<file path="config.mk">
export PLATFORM = sky130hd
export DESIGN_NAME = pwm_deadtime
export DESIGN_NICKNAME = d
export VERILOG_FILES = /design/src/rtl/pwm_deadtime.sv
export SDC_FILE = /design/constraint.sdc
export NUM_CORES = 1
export LEC_CHECK = 0
export BUFFER_PORTS_ARGS = -buffer_cell sky130_fd_sc_hd__buf_2
export CORE_UTILIZATION = 50
export CTS_BUF_LIST = sky130_fd_sc_hd__clkbuf_4 sky130_fd_sc_hd__clkbuf_8
export CTS_CLUSTER_SIZE = 10
export DETAILED_ROUTE_END_ITERATION = 8
export PLACE_DENSITY_LB_ADDON = 0.12
export SYNTH_ARGS = -nofsm -noshare
export SYNTH_HDL_FRONTEND = slang
export SYNTH_SLANG_ARGS = --single-unit
</file>
<file path="constraint.sdc">
create_clock -name clk_i -period 9.7 [get_ports clk_i]
set_input_delay 2.91 -clock clk_i [delete_from_list [all_inputs] [get_ports clk_i]]
set_output_delay 2.91 -clock clk_i [all_outputs]
set_load 0.01 [all_outputs]
</file>
<file path="src/rtl/pwm_deadtime.sv">
// Complementary gate-drive stage: turns one PWM waveform into a high-side /
// low-side pair with programmable dead time on each edge, a latching fault
// shutdown and a small register bus for configuration.
module pwm_deadtime (
    input  logic        clk_i,
    input  logic        rst_i,
    input  logic        re_i,
    input  logic        we_i,
    input  logic [7:0]  addr_i,
    input  logic [31:0] wdata_i,
    input  logic [3:0]  be_i,
    output logic [31:0] rdata_o,
    input  logic        pwm_i,
    input  logic        fault_i,
    output logic        hs_o,
    output logic        ls_o,
    output logic        oe_o
);

    localparam logic [7:0] ADDR_CTRL    = 8'h00;
    localparam logic [7:0] ADDR_DT_RISE = 8'h04;
    localparam logic [7:0] ADDR_DT_FALL = 8'h08;
    localparam logic [7:0] ADDR_STATUS  = 8'h0C;

    typedef enum logic [2:0] {
        ST_IDLE  = 3'd0,
        ST_LS_ON = 3'd1,
        ST_DT_R  = 3'd2,
        ST_HS_ON = 3'd3,
        ST_DT_F  = 3'd4,
        ST_FAULT = 3'd5
    } state_t;

    genvar gi;

    // ------------------------------------------------------------------
    // Input synchronizers: bit 0 = pwm, bit 1 = fault
    // ------------------------------------------------------------------
    logic [1:0] async_in;
    logic [1:0] meta_reg;
    logic [1:0] sync_reg;
    logic       pwm_s;
    logic       fault_s;

    assign async_in = {fault_i, pwm_i};
    assign pwm_s    = sync_reg[0];
    assign fault_s  = sync_reg[1];

    // Two-flop synchronizer for both asynchronous inputs, cleared by reset
    always_ff @(posedge clk_i) begin
        if (rst_i) begin
            meta_reg <= 2'b00;
            sync_reg <= 2'b00;
        end else begin
            meta_reg <= async_in;
            sync_reg <= meta_reg;
        end
    end

    // ------------------------------------------------------------------
    // Register bus
    // ------------------------------------------------------------------
    logic        wr_en;
    logic        ctrl_wr;
    logic        dt_rise_wr;
    logic        dt_fall_wr;
    logic        en_reg;
    logic        hs_pol_reg;
    logic        ls_pol_reg;
    logic        fault_en_reg;
    logic        fault_flag_reg;
    logic        fault_flag_next;
    logic        fault_hit;
    logic        clear_req;
    logic [15:0] dt_rise_reg;
    logic [15:0] dt_rise_next;
    logic [15:0] dt_fall_reg;
    logic [15:0] dt_fall_next;

    // Upper byte lanes and upper data bits have no register behind them
    logic unused_bus;
    assign unused_bus = ^{be_i[3:2], wdata_i[31:16]};

    assign wr_en      = we_i & ~re_i;
    assign ctrl_wr    = wr_en & (addr_i == ADDR_CTRL) & be_i[0];
    assign dt_rise_wr = wr_en & (addr_i == ADDR_DT_RISE);
    assign dt_fall_wr = wr_en & (addr_i == ADDR_DT_FALL);

    // A clear request only counts once the synchronized fault has gone away
    assign clear_req  = ctrl_wr & wdata_i[4] & ~fault_s;
    assign fault_hit  = fault_en_reg & fault_s;

    assign fault_flag_next = fault_hit ? 1'b1 :
                             clear_req ? 1'b0 : fault_flag_reg;

    // Byte-lane merge for the two dead-time registers
    generate
        for (gi = 0; gi < 2; gi++) begin : g_dt_lane
            assign dt_rise_next[gi*8 +: 8] = (dt_rise_wr && be_i[gi]) ?
                                             wdata_i[gi*8 +: 8] : dt_rise_reg[gi*8 +: 8];
            assign dt_fall_next[gi*8 +: 8] = (dt_fall_wr && be_i[gi]) ?
                                             wdata_i[gi*8 +: 8] : dt_fall_reg[gi*8 +: 8];
        end
    endgenerate

    // Configuration registers and the sticky fault flag
    always_ff @(posedge clk_i) begin
        if (rst_i) begin
            en_reg         <= 1'b0;
            hs_pol_reg     <= 1'b0;
            ls_pol_reg     <= 1'b0;
            fault_en_reg   <= 1'b0;
            fault_flag_reg <= 1'b0;
            dt_rise_reg    <= 16'd0;
            dt_fall_reg    <= 16'd0;
        end else begin
            if (ctrl_wr) begin
                en_reg       <= wdata_i[0];
                hs_pol_reg   <= wdata_i[1];
                ls_pol_reg   <= wdata_i[2];
                fault_en_reg <= wdata_i[3];
            end
            fault_flag_reg <= fault_flag_next;
            dt_rise_reg    <= dt_rise_next;
            dt_fall_reg    <= dt_fall_next;
        end
    end

    // ------------------------------------------------------------------
    // Dead-time FSM
    // ------------------------------------------------------------------
    state_t      state_reg;
    state_t      state_next;
    logic [15:0] cnt_reg;
    logic [15:0] cnt_next;
    logic        hs_o_reg;
    logic        ls_o_reg;
    logic        oe_o_reg;

    // State and dead-time counter registers
    always_ff @(posedge clk_i) begin
        if (rst_i) begin
            state_reg <= ST_IDLE;
            cnt_reg   <= 16'd0;
        end else begin
            state_reg <= state_next;
            cnt_reg   <= cnt_next;
        end
    end

    // Next state: fault first, then disable, then pwm edges; a zero dead
    // time bypasses the DT state entirely. A pwm reversal inside a DT state
    // wins over count expiry so a swallowed pulse never reaches the other side.
    always_comb begin
        state_next = state_reg;
        cnt_next   = cnt_reg;
        if (fault_hit) begin
            state_next = ST_FAULT;
        end else if (state_reg == ST_FAULT) begin
            if (clear_req) begin
                state_next = ST_IDLE;
            end
        end else if (!en_reg) begin
            state_next = ST_IDLE;
        end else begin
            case (state_reg)
                ST_IDLE, ST_LS_ON, ST_HS_ON: begin
                    if (pwm_s && (state_reg != ST_HS_ON)) begin
                        if (dt_rise_reg == 16'd0) begin
                            state_next = ST_HS_ON;
                        end else begin
                            state_next = ST_DT_R;
                            cnt_next   = dt_rise_reg - 16'd1;
                        end
                    end else if (!pwm_s && (state_reg != ST_LS_ON)) begin
                        if (dt_fall_reg == 16'd0) begin
                            state_next = ST_LS_ON;
                        end else begin
                            state_next = ST_DT_F;
                            cnt_next   = dt_fall_reg - 16'd1;
                        end
                    end
                end
                ST_DT_R: begin
                    if (!pwm_s) begin
                        state_next = ST_LS_ON;
                    end else if (cnt_reg == 16'd0) begin
                        state_next = ST_HS_ON;
                    end else begin
                        cnt_next = cnt_reg - 16'd1;
                    end
                end
                ST_DT_F: begin
                    if (pwm_s) begin
                        state_next = ST_HS_ON;
                    end else if (cnt_reg == 16'd0) begin
                        state_next = ST_LS_ON;
                    end else begin
                        cnt_next = cnt_reg - 16'd1;
                    end
                end
                default: begin
                    state_next = ST_IDLE;
                end
            endcase
        end
    end

    // Pin drivers decoded from the next state so they move with the state
    always_ff @(posedge clk_i) begin
        if (rst_i) begin
            hs_o_reg <= 1'b0;
            ls_o_reg <= 1'b0;
            oe_o_reg <= 1'b0;
        end else begin
            hs_o_reg <= (state_next == ST_HS_ON) ^ hs_pol_reg;
            ls_o_reg <= (state_next == ST_LS_ON) ^ ls_pol_reg;
            oe_o_reg <= en_reg & (state_next != ST_FAULT);
        end
    end

    assign hs_o = hs_o_reg;
    assign ls_o = ls_o_reg;
    assign oe_o = oe_o_reg;

    // Combinational read mux, unmapped addresses return zero
    always_comb begin
        rdata_o = 32'd0;
        case (addr_i)
            ADDR_CTRL:    rdata_o = {27'd0, fault_flag_reg, fault_en_reg,
                                     ls_pol_reg, hs_pol_reg, en_reg};
            ADDR_DT_RISE: rdata_o = {16'd0, dt_rise_reg};
            ADDR_DT_FALL: rdata_o = {16'd0, dt_fall_reg};
            ADDR_STATUS:  rdata_o = {27'd0, fault_s, pwm_s, state_reg};
            default:      rdata_o = 32'd0;
        endcase
    end

endmodule
</file>
# [Yosys cells after proc, flatten, opt, wreduce, memory -nomap -nowiden]
# Index checks and enable logic that the tools add are counted.
[word_totals] romBits=0 latch_bits=0 register_bits=63 ramBits=0 n_memories=0 inputBits=50
[op_classes] addsub=3 n_eq_ne=18 shifts=0 n_mux=24 n_reduce_logical=16 n_div=0 order_cmp=0 bitwise=15 multipliers=0
[op_table] cell="16-bit 2-to-1 mux" count=7
[op_table] cell="16-bit case mux with 4 select lines" count=1
[op_table] cell="16-bit zero test" count=3
[op_table] cell="16-bit case mux with 3 select lines" count=1
[op_table] cell="16-bit by 1-bit subtractor with 16-bit output, second input constant" count=3
[op_table] cell="3-bit 2-to-1 mux" count=11
[op_table] cell="8-bit by 4-bit == test with 1-bit output, second input constant" count=2
[op_table] cell="3-bit != test, second input constant" count=4
[op_table] cell="1-bit bitwise AND" count=9
[op_table] cell="3-bit by 2-bit == test with 1-bit output, second input constant" count=3
[op_table] cell="3-bit case mux with 3 select lines" count=1
[op_table] cell="9-bit AND reduction" count=1
[op_table] cell="8-bit by 3-bit == test with 1-bit output, second input constant" count=1
[op_table] cell="8-bit zero test" count=1
[op_table] cell="3-bit by 1-bit == test with 1-bit output, second input constant" count=2
[op_table] cell="3-bit == test, second input constant" count=2
[op_table] cell="1-bit logical AND" count=6
[op_table] cell="2-bit != test, second input constant" count=2
[op_table] cell="1-bit NOT" count=4
[op_table] cell="3-bit zero test" count=1
[op_table] cell="1-bit 2-to-1 mux" count=3
[op_table] cell="3-bit by 1-bit != test with 1-bit output, second input constant" count=1
[op_table] cell="3-bit by 2-bit != test with 1-bit output, second input constant" count=1
[op_table] cell="3-bit nonzero test" count=1
[op_table] cell="4 further kinds" count=5

# [Longest topological paths before layout]
[depth] word_depth=11 depth_mapped=14 mapped_depth_nobuf=10

# [Worst setup path after synthesis]
# Ideal clock, no wire load.
[synth_path] kind="input to output" from="in addr_i[5]" to="out rdata_o[10]" slack_ns=2.340 n_path_buf=1 path_stages=5 required_time_ns=6.790 arrival_time_ns=4.450 cell_sequence="nor4_1 > nand2_1 > nor3b_1 > clkbuf_1 > a22o_1"
[synth_via] elab_chain_cells=2
[synth_lines] item="start, declared" line="9" rtl="input logic [7:0] addr_i,"
[synth_lines] item="8-bit by 4-bit == test with 1-bit output, or another cell as far along" line="229" rtl="case (addr_i)"
[synth_lines] item="16-bit case mux with 4 select lines (*)" line="229"
[synth_lines] item="end, declared" line="12" rtl="output logic [31:0] rdata_o,"
# Mark *: on every way between the ends. The rest lies on a longest branch, timed or not.

# [Worst setup path after layout]
[layout_path] from="in addr_i[5]" to="out rdata_o[14]"
# Same word-level chain as after synthesis.

==> impl_metrics.env <==
export IMPL_holdCritStartpoint="meta_reg[1]"
export IMPL_grt_use_total=0.272
export IMPL_cts_tree="built"
export IMPL_die_w_um=90.7
export IMPL_crit_arrival_ps=4770
export IMPL_fin_nets=565
export IMPL_synth_seq_cells=63
export IMPL_drc=0
export IMPL_cp_slowest_cell="nor4_1"
export IMPL_core_region_area_um2=7410
export IMPL_drt_pass1_iterations=5
export IMPL_sw_frac_of_total=0.262
export IMPL_insertion_delay_ps=350
export IMPL_hold_violations=0
export IMPL_startpoint="addr_i[5]"
export IMPL_syn_area_um2=3930
export IMPL_grt_max_degree=66
export IMPL_cp_max_fo=13
export IMPL_cts_root_buffer="clkbuf_8"
export IMPL_clkPwrFrac=0.444
export IMPL_ctsHoldBuffers=0
export IMPL_syn_to_final_growth_pct=10.3
export IMPL_slew_headroom=0.369
export IMPL_viasPerCell=6.22
export IMPL_status="completed"
export IMPL_io_pins=85
export IMPL_gp_congestion=0.911
export IMPL_max_stage_delay_ps=800
export IMPL_dr_wl_met3_um=810
export IMPL_antenna_found_initial=0
export IMPL_avgSynthCellArea_um2=8.15
export IMPL_clk_pin_slew_ps=70
export IMPL_drt_iter0_drc=399
export IMPL_worst_r2r_endpoint="cnt_reg[13]"
export IMPL_cts_made_buffers=9
export IMPL_cts_sinks=63
export IMPL_min_period_ps=7680
export IMPL_p_leak_nw=1.84
export IMPL_synth_edf_count=0
export IMPL_syn_inst=482
export IMPL_stdcell_area_um2=4330
export IMPL_combPwrFrac=0.064
export IMPL_die_area_um2=8220
export IMPL_io_buffers=50
export IMPL_clockBufferDepth=2
export IMPL_hold_depth=1
export IMPL_place_hpwl_mm=7.71
export IMPL_critical_path_class="in -> out"
export IMPL_hp_class="reg -> reg"
export IMPL_maxCapViolCount=0
export IMPL_period_share=0.792
export IMPL_wirelength_mm=10.9
export IMPL_async_flop_share=0
export IMPL_h_tree_depth=3
export IMPL_ant_nets=0
export IMPL_finalSetupViolCount=0
export IMPL_cellPowerDensity_nw_per_um2=123
export IMPL_routed_via_count=3847
export IMPL_power_uw=533
export IMPL_reg2reg_slack_ps=5570
export IMPL_grt_pass1_wl_mm=17.5
export IMPL_fmax_ghz=0.130
export IMPL_intPower_uw=394
export IMPL_p_switching_uw=140
export IMPL_cts_setup_buffers=0
export IMPL_rsz0062_at_grt="no"
export IMPL_die_h_um=90.7
export IMPL_post_cts_resized=0
export IMPL_skew_ps=11.8
export IMPL_layout_drive_gt1_share=0.156
export IMPL_hold_end="sync_reg[1]"
export IMPL_drv_slew=0
export IMPL_ys_warn_count=0
export IMPL_synth_distinct_cells=64
export IMPL_critPathRequiredTime_ps=6790
export IMPL_overflow=0
export IMPL_highest_layer="met4"
export IMPL_initial_utilization=0.530
export IMPL_layout_cells_non_filler=618
export IMPL_tightest_slew_ps=938
export IMPL_reg2reg_depth=7
export IMPL_rows=31
export IMPL_antennaDiodeCount=0
export IMPL_n_fill_cell=702
export IMPL_place_area_um2=4130
export IMPL_yosysSeqAreaShare=0.321
export IMPL_cp_start_kind="primary input"
export IMPL_peakVddDrop_mv=0.0663
export IMPL_critPathCaptureType="primary output"
export IMPL_seqPwrFrac=0.492
export IMPL_ys_flop_type="dfxtp_1"
export IMPL_r2r_start="state_reg[2]"
export IMPL_grt_pass1_vias=3481
export IMPL_cp_common_cell="buf_2"
export IMPL_wl_per_cell_um=17.7
export IMPL_wl_met2_mm=5.06
export IMPL_tns_ps=0
export IMPL_met1_length_mm=4.76
export IMPL_crit_chain="buf_2 > nor4_1 > nand2_1 > nor3b_1 > buf_4 > a22o_1 > buf_2"
export IMPL_place_inst=602
-- placed cells by master, fill, tap and decap left out, drive strengths merged, types with 6 or more instances in the layout --
cell type  Yosys  layout
inv            8      11
a311oi         7       7
dfxtp         63      63
mux2i         44      44
nor3           7       7
nor4          10      10
o21ai         24      24
nand2         23      23
and3          14      14
nor2b          9       9
nand3         15      15
clkbuf        24       9
nor3b          7       7
a211oi         7       7
nor2          77      77
conb           1      16
buf           24      54
a22o          11      11
nand4          6       6
a21oi         19      19
a31oi          8       8
-- area by class of cell --
| type | count | area, µm² | area share |
|---|---|---|---|
| Tap cell | 99 | 124 | 0.0286 |
| Timing Repair Buffer | 54 | 280 | 0.0647 |
| Multi-Input combinational cell | 378 | 2440 | 0.562 |
| Clock inverter | 7 | 78.8 | 0.0182 |
| Clock buffer | 9 | 124 | 0.0286 |
| Sequential cell | 63 | 1260 | 0.291 |
| Inverter | 8 | 30.0 | 0.00693 |
-- stage by stage --
stage / utilization / hold slack (ps) / worst slack [ps]
2_1_floorplan: - / 414 / 2340
3_5_place_dp: 0.558 / 427 / 2090
3_3_place_gp: 0.558 / 432 / 2130
4_1_cts: 0.585 / 449 / 2050
5_1_grt: 0.585 / 469 / 1860
6_report: 0.585 / 442 / 2020
-- synthesized netlist by cell type, types with 3 or more instances --
cell	number	area share
nor2_1	76	0.073
dfxtp_1	63	0.32
mux2i_1	44	0.11
clkbuf_1	24	0.023
o21ai_0	24	0.031
nand2_1	23	0.022
a21oi_1	19	0.024
buf_4	16	0.031
nand3_1	15	0.019
and3_1	13	0.021
a22o_1	11	0.025
nor4_1	10	0.016
nor2b_1	9	0.014
a31oi_1	8	0.013
inv_1	8	0.0076
a311oi_1	7	0.016
nor3_1	7	0.0089
nor3b_1	7	0.013
a211oi_1	6	0.011
nand4_1	6	0.0096
mux4_2	5	0.029
o211ai_1	5	0.0096
nand2b_1	4	0.0064
nand3b_1	4	0.0076
o31ai_1	4	0.0076
or3_1	4	0.0064
or4_1	4	0.0076
a22oi_1	3	0.0057
buf_1	3	0.0029
buf_2	3	0.0038
o21bai_1	3	0.0057
-- logic make-up (layout without fill, tap and decap cells) --
family / Yosys count / after routing / synth area share
multiplexers: 51 / 51 / 0.146
AO/OA/AOI/OAI: 115 / 115 / 0.204
buffers and inverters: 56 / 78 / 0.0735
adder cells (fa/ha/maj): 1 / 1 / 0.00318
other: 1 / 16 / 0.000954
XOR/XNOR: 4 / 4 / 0.00892
flip-flops: 63 / 63 / 0.321
AND/OR/NAND/NOR: 191 / 191 / 0.242
-- per-layer routing --
layer	GRT usage	up-vias
li1	-	1827
met1	0.353	1832
met2	0.438	167
met3	0.0446	21
met4	0.133	0
met5	0	-
-- power groups by stage --
stage                     registers, mW  clock network [mW]  logic (mW)
after floorplan                   0.267                   0      0.0273
after global placement            0.268                   0      0.0330
after detailed placement          0.268                   0      0.0337
after CTS                         0.262               0.242      0.0339
after global routing              0.263               0.252      0.0378
final                             0.262               0.237      0.0343
-- critical path: cells and delay by family --
kind / cells / cell delay, ps
buffers and inverters: 3 / 460
AO/OA/AOI/OAI: 1 / 180
AND/OR/NAND/NOR: 3 / 1210
-- worst max-delay path by stage --
stage                             end  slack, ps  depth (start not counted)
final                     rdata_o[14]       2020                          7
after global routing       rdata_o[7]       1860                          7
after CTS                  rdata_o[7]       2050                          7
after detailed placement   rdata_o[7]       2090                          7
after global placement     rdata_o[7]       2130                          7
after floorplan           rdata_o[10]       2340                          5
(Power assumes the default switching activity.)
